File: src/rtl/counter_mod_n_pkg.sv
// Shared definitions for the modulo-N counter: direction encodings and the
// per-edge operation decode used by the next-state mux.
package counter_mod_n_pkg;

  localparam logic CntDirUp = 1'b1;
  localparam logic CntDirDn = 1'b0;

  typedef enum logic [1:0] {
    OpHold,
    OpCount,
    OpLoad,
    OpClear
  } cnt_op_e;

  // Edge priority: clear > load > en > hold.
  function automatic cnt_op_e cnt_decode_op(input logic clear, input logic load, input logic en);
    cnt_op_e op;
    if (clear) begin
      op = OpClear;
    end else if (load) begin
      op = OpLoad;
    end else if (en) begin
      op = OpCount;
    end else begin
      op = OpHold;
    end
    return op;
  endfunction

endpackage

File: src/rtl/counter_mod_n.sv
// Synchronous modulo-N up/down counter with enable, clamped parallel load and terminal-count
// cascade output. Define COUNTER_SAT_EN to saturate at the boundaries instead of wrapping.
module counter_mod_n
  import counter_mod_n_pkg::*;
#(
  parameter int unsigned WIDTH     = 3,
  parameter int unsigned MODULUS   = 8,
  parameter int unsigned RESET_VAL = 0
) (
  input  logic             clock,
  input  logic             clear,
  input  logic             en,
  input  logic             up_dn,
  input  logic             load,
  input  logic [WIDTH-1:0] load_val,
  output logic [WIDTH-1:0] Q,
  output logic             tc,
  output logic             zero
);

`ifdef COUNTER_SAT_EN
  localparam bit SatEn = 1'b1;
`else
  localparam bit SatEn = 1'b0;
`endif

  // One spare bit so MODULUS = 2**WIDTH still has a representable maximum and compare.
  localparam logic [WIDTH:0]   MaxVal = (WIDTH + 1)'(MODULUS - 1);
  localparam logic [WIDTH-1:0] RstVal = WIDTH'(RESET_VAL);

  if (MODULUS < 2 || MODULUS > (1 << WIDTH)) begin : g_bad_modulus
    $error("counter_mod_n: MODULUS out of range for WIDTH");
  end
  if (RESET_VAL >= MODULUS) begin : g_bad_reset_val
    $error("counter_mod_n: RESET_VAL must be below MODULUS");
  end

  logic [WIDTH-1:0] r_q;
  logic [WIDTH-1:0] w_q_next;
  logic [WIDTH:0]   w_q_ext;
  logic [WIDTH:0]   w_load_ext;
  logic [WIDTH:0]   w_load_clamp;
  logic [WIDTH:0]   w_step;
  logic             w_at_max;
  logic             w_at_zero;
  logic             w_dir_up;
  cnt_op_e          w_op;
  logic             unused_top_bits;

  assign w_q_ext    = {1'b0, r_q};
  assign w_load_ext = {1'b0, load_val};
  assign w_at_max   = (w_q_ext == MaxVal);
  assign w_at_zero  = (r_q == '0);
  assign w_dir_up   = (up_dn == CntDirUp);
  assign w_op       = cnt_decode_op(clear, load, en);

  assign w_load_clamp = (w_load_ext > MaxVal) ? MaxVal : w_load_ext;

  always_comb begin
    w_step = w_q_ext;
    if (w_dir_up) begin
      if (w_at_max) begin
        w_step = SatEn ? w_q_ext : '0;
      end else begin
        w_step = w_q_ext + 1'b1;
      end
    end else begin
      if (w_at_zero) begin
        w_step = SatEn ? w_q_ext : MaxVal;
      end else begin
        w_step = w_q_ext - 1'b1;
      end
    end
  end

  always_comb begin
    w_q_next = r_q;
    unique case (w_op)
      OpClear: w_q_next = RstVal;
      OpLoad:  w_q_next = w_load_clamp[WIDTH-1:0];
      OpCount: w_q_next = w_step[WIDTH-1:0];
      default: w_q_next = r_q;
    endcase
  end

  always_ff @(posedge clock) begin
    r_q <= w_q_next;
  end

  // Spare bit is always zero for legal parameters.
  assign unused_top_bits = ^{w_step[WIDTH], w_load_clamp[WIDTH]};

  assign Q    = r_q;
  assign zero = w_at_zero;
  assign tc   = en & ~load & ~clear & (w_dir_up ? w_at_max : w_at_zero);

endmodule

File: config.mk
export PLATFORM = sky130hd
export DESIGN_NAME = counter_mod_n
export DESIGN_NICKNAME = d
export VERILOG_FILES = /design/src/rtl/counter_mod_n_pkg.sv /design/src/rtl/counter_mod_n.sv
export SDC_FILE = /design/constraint.sdc
export NUM_CORES = 1
export LEC_CHECK = 0
export CORE_AREA = 5 5 42 44
export CTS_CLUSTER_DIAMETER = 40
export DETAILED_ROUTE_END_ITERATION = 6
export DIE_AREA = 0 0 47 49
export HOLD_SLACK_MARGIN = 0.05
export PLACE_DENSITY = 0.46
export SLEW_MARGIN = 15
export SYNTH_ARGS = -nofsm -noshare
export SYNTH_HDL_FRONTEND = slang
export SYNTH_SLANG_ARGS = --single-unit
File: constraint.sdc
create_clock -name clock -period 1.9 [get_ports clock]
set_clock_uncertainty 0.2 [all_clocks]
set_input_delay 0.38 -clock clock [delete_from_list [all_inputs] [get_ports clock]]
set_output_delay 0.38 -clock clock [all_outputs]
set_load 0.02 [all_outputs]
=== After elaboration in Yosys (flattened, before gate mapping) ===
Cells that the tools add are included.

* Bits in registers: 3
* Bits of input ports: 8

* $add $sub $neg: 2
* Order comparisons: 1
* Equality and inequality tests: 4
* Multiplexer cells: 9
* Bitwise gates (word level): 5
* Reduce and logical (&&, ||, !) cells: 2

{| class="wikitable"
|+ Operators with widths
! cell !! count
|-
| $mux W3 || 4
|-
| $pmux W3 S3 || 1
|-
| $eq A2 B2 Y1 const B || 2
|-
| $mux W2 || 2
|-
| $add A3 B1 Y3 const B || 1
|-
| $and A1 B1 Y1 || 3
|-
| $eq A3 B3 Y1 const B || 1
|-
| $gt A3 B3 Y1 const B || 1
|-
| $logic_not A3 Y1 || 1
|-
| $reduce_bool A3 Y1 || 1
|-
| $sub A3 B1 Y3 const B || 1
|-
| $eq A2 B1 Y1 const B || 1
|-
| $mux W1 || 2
|-
| $not A1 Y1 || 2
|}

=== Logic depth before layout (Yosys ltp) ===
* Depth in word-level cells: 5
* Mapped depth: 5
* Depth with buffers taken out: 5

=== Worst setup path before layout ===
Ideal clock, no wire load.

* Path type: register -> output
* Start point: reg r_q[0], in the netlist Q[0]
* End point: out tc
* Arrival time: 1.520 ns
* Data required time: 1.320 ns
* Setup slack: -0.200 ns
* Stages on the path, launching flop included: 5
* Buffers on the path: 0
* Cell sequence: edfxtp_1 -> inv_1 -> ha_1 -> or3b_1 -> a21oi_1

* Word-level cells in the longest chain between the ends: 3

{| class="wikitable"
|+ RTL lines
! item !! line !! text
|-
| start, declared || counter_mod_n.sv:38 || <nowiki>logic [WIDTH-1:0] r_q;</nowiki>
|-
| start signal, assigned || counter_mod_n.sv:87 || <nowiki>r_q <= w_q_next;</nowiki>
|-
| $eq A3 B3 Y1 / $logic_not A3 Y1 (equally long branches) || counter_mod_n.sv:52, counter_mod_n.sv:53 ||
|-
| $mux W1 * || counter_mod_n.sv:95 || <nowiki>assign tc = en & ~load & ~clear & (w_dir_up ? w_at_max : w_at_zero);</nowiki>
|-
| $and A1 B1 Y1 * || counter_mod_n.sv:95 ||
|-
| end, declared || counter_mod_n.sv:17 || <nowiki>output logic tc,</nowiki>
|}

Mark *: on every way between the ends. The rest lies on a longest branch, timed or not.

=== Worst setup path after layout ===
Same ends and word-level chain as after synthesis.

==> results list <==
- Result of the run: finished, violations left
* Violated checks: negative setup slack
- In this run, synthesis produced a sequential element count of 3.
* Count of pins over their slew limit: 0
- Once the floorplan was initialized, standard cells occupied 19.3% of the core.
- Counting every sink on the clock net gives 3.
* Worst-path fanout max: 3
- Leakage power of the design: ~0.30 nW
* Final period util: 109%
* Cell Chain, Critical Path: inv_2, ha_4, or3b_4, a21oi_4, buf_6
* CTS root buf: sky130_fd_sc_hd__clkbuf_4
- Critical register-to-register path endpoint: Q[2]
- Slowest cell delay on critical path: around 0.40 ns
- Number of search-and-repair iterations in the first detailed-routing pass: 1
- Met2 layer usage reported by global route: between 10% and 20%
- Multiplexer area fraction after synthesis: 0%
- In this run, the number of DRC markers left after iteration 0 of detailed routing was 0.
- Final HPWL DP: between 600 and 700 um
- Core Rows: 14
- The synthesized netlist devotes 0% of its cell area to XOR and XNOR gates.
- The worst path in the final design needs a cycle of ~2.1 ns, including I/O delays and setup.
- Post-synth design cell area: around 270 um2
- Port bufs: 12
- The register with the most flip-flops in the layout has 3 of them.
- The congestion estimate from routability-driven global placement came to between 0.7 and 0.8.
- Number of cells produced by synthesis: 30
- Final nets: between 70 and 80
- Transition time at the pin with the least slew margin: approximately 0.23 ns
* Number of distinct library cells after synthesis: 17
* Global routing met1 resource utilization: under 10%
- On the critical path the largest part of the delay comes from flip-flops.
- Global routing consumed, on the met3 layer, under 10% of the routing resources.
- CTS built an H-tree with a depth of 1.
- The initial antenna violation count was 0.
- Measured in cells, the most critical reg-to-reg path has a length of 10.
- Yosys printed 0 warnings.
* Max-slew headroom at the worst pin: between 80% and 90%
- The design draws between 0.0003 and 0.0004 W.
- The number of antenna diodes in the final layout is 0.
- Vert. Die Dim: a little under 50 um
- Buffers inserted during clock tree synthesis total 3.
- Worst-case vdd ir drop: approximately 0.00037 V
* Register clock-pin slew on the reported worst setup and hold paths: 0.03 ns
- At the worst endpoint, the required time is 1.32 ns.
* Final Worst Setup Slack: -0.172 ns
- Area share of and/or/nand/nor cells after synthesis: about 28%
* Clock buffer depth: 2
- Pwr per Cell Area: 560 mW/mm2
- For this run, the top clock speed supported by timing is between 400 and 500 MHz.
* TritonCTS clock tree: done
- In this run the most used layer during global routing was met2.
- Average via count per standard cell: ~4.2
* Number of hold-repair buffers added at the cts stage: 0
- In the layout the commonest cells are sky130_fd_sc_hd__buf_4, sky130_fd_sc_hd__clkdlybuf4s50_1, sky130_fd_sc_hd__nand2_1.
* Final-layout setup total negative slack: -0.308 ns
- Most common cell after layout, fill and taps aside: sky130_fd_sc_hd__buf_4
- Path type of the worst setup path: reg2out
- Synth Area in Adders: a little under a fifth
- The count of endpoints failing hold in the final timing report is 0.
- Number of nets in the synthesized netlist: 42
* Count of cell instances traversed by the critical path: 5
- Entering global routing, the biggest net connects 7 pins.
* First-pass GRT wire length: 1340 um
* Vias in the first global route: ~360
* Mean instance size in the synthesized netlist: around 9.0 um2
- Cell count after placement: 70
- The worst setup path is launched from a flop.
- Post-DR wirelength/cell: slightly above 10 um
- The startpoint identified for the worst register-to-register timing path is Q[0].
* Reg-to-reg setup timing slack: -0.14 ns
- Die ar.: ~0.0023 mm2
- In the routed design, unresolved DRC markers number 0.
- Share of the synthesized area in compound gates (AO/OA/AOI/OAI): 17.1%
- The tool flagged a number of max-cap violations equal to 0.
- Summing over every cut layer, the via total after detailed routing is about 340.
- Compared with the post-synthesis result, the final layout area differs by 125%.
- Global routing finished with a remaining overflow of 0.
* Clock latency on the worst-skew pair: between 0.2 and 0.25 ns
- The worst setup path is captured at an output pin.
* Number of cells in the finished layout apart from fillers: 80
- Arrival time of data at the critical path endpoint: approximately 1.5 ns
- For this run, asynchronously set or reset flops after synthesis account for 0%.
- Antenna-violating nets left: 0
* Final Setup Violations: 2
- The critical path ends at tc.
- EDFF count, synth: 3
- In the global route stage, overall resource usage came out at under 10%.
* Worst hold path type: in2reg
- Register area share after synthesis: between 30% and 40%
* Share of post-route cells with drive strength above 1: roughly 48%
- Total length of routed wires: 827 um
- The floorplan step set the die width to 47 um.
* Sum of buffers and inverters on the critical path: 2
* Beginning of the critical path: Q[0]
- Largest family of logic cells by synthesized area: simple AND/OR/NAND/NOR gates
- Among all flip-flop cells after synthesis, the most frequent one is sky130_fd_sc_hd__edfxtp_1.
- Std-Cell Core Area: between 0.001 and 0.0015 mm2
* Slowest stage cell, crit path: sky130_fd_sc_hd__edfxtp_1
- RSZ-0062 raised after global routing: true
- During I/O placement, the number of pins put on the boundary was 13.
timing repair:
item | in CTS | in global routing
gates resized for setup | 13 | 7
pin swaps | 1 | 1
buffers inserted | 5 | 1
setup endpoints to repair | 3 | 6
cell families after synthesis:
| group | Yosys count |
|---|---|
| buffers and inverters | 2 |
| adder cells (fa/ha/maj) | 4 |
| AO/OA/AOI/OAI | 7 |
| flip-flops | 3 |
| AND/OR/NAND/NOR | 14 |
final cells by class:
cell class,count,area (um2)
clock buffer,4,26.3
fill,157,795
inverter,2,7.51
multi-input combinational,25,208
sequential,3,90.1
tap,16,20.0
timing repair buffer,30,255
synth_stat cells (all sizes together) (2+ instances only):
| cell type | instances | area [um2] |
|---|---|---|
| ha | 4 | 50.1 |
| a21oi | 3 | 15.0 |
| nand2 | 5 | 18.8 |
| nor2b | 2 | 12.5 |
| inv | 2 | 7.51 |
| edfxtp | 3 | 90.1 |
tightest hold or removal path, cell delays in order:
cell                              delay (ns)
sky130_fd_sc_hd__clkdlybuf4s50_1        0.45
sky130_fd_sc_hd__nand2_1                0.05
sky130_fd_sc_hd__o31ai_1                0.07
where the power goes:
part / switching, W / internal, W / total [W]
Sequential: 0.00000392 / 0.0000807 / 0.0000846
Combinational: 0.0000611 / 0.0000869 / 0.000148
Clock: 0.0000289 / 0.0000784 / 0.000107
Total: 0.0000940 / 0.000246 / 0.000340
metal layers:
metal,share of wire [%],vias to the layer above
li1,-,176
met1,40,149
met2,52,11
met3,8.1,0
met4,0,0
met5,0,-
per-stage QoR:
stage	setup slack [ns]	util [%]	area [um2]	hold WS, ns
2_1_floorplan	-0.0452	-	284	0.365
3_3_place_gp	-0.615	36.7	514	0.657
3_5_place_dp	-0.617	36.7	514	0.668
4_1_cts	-0.219	41.1	576	0.625
5_1_grt	-0.231	43.3	607	0.631
6_report	-0.172	43.3	607	0.635
worst min path at each step:
stage | start | end | depth (start not counted)
detailed placement | Q[0] | Q[0] | 3
floorplan | load_val[2] | Q[2] | 2
CTS | load_val[2] | Q[2] | 3
global route | load_val[0] | Q[0] | 2
global placement | Q[0] | Q[0] | 3
finish | load_val[2] | Q[2] | 3
Note: power is estimated with default switching activity, not from simulation.
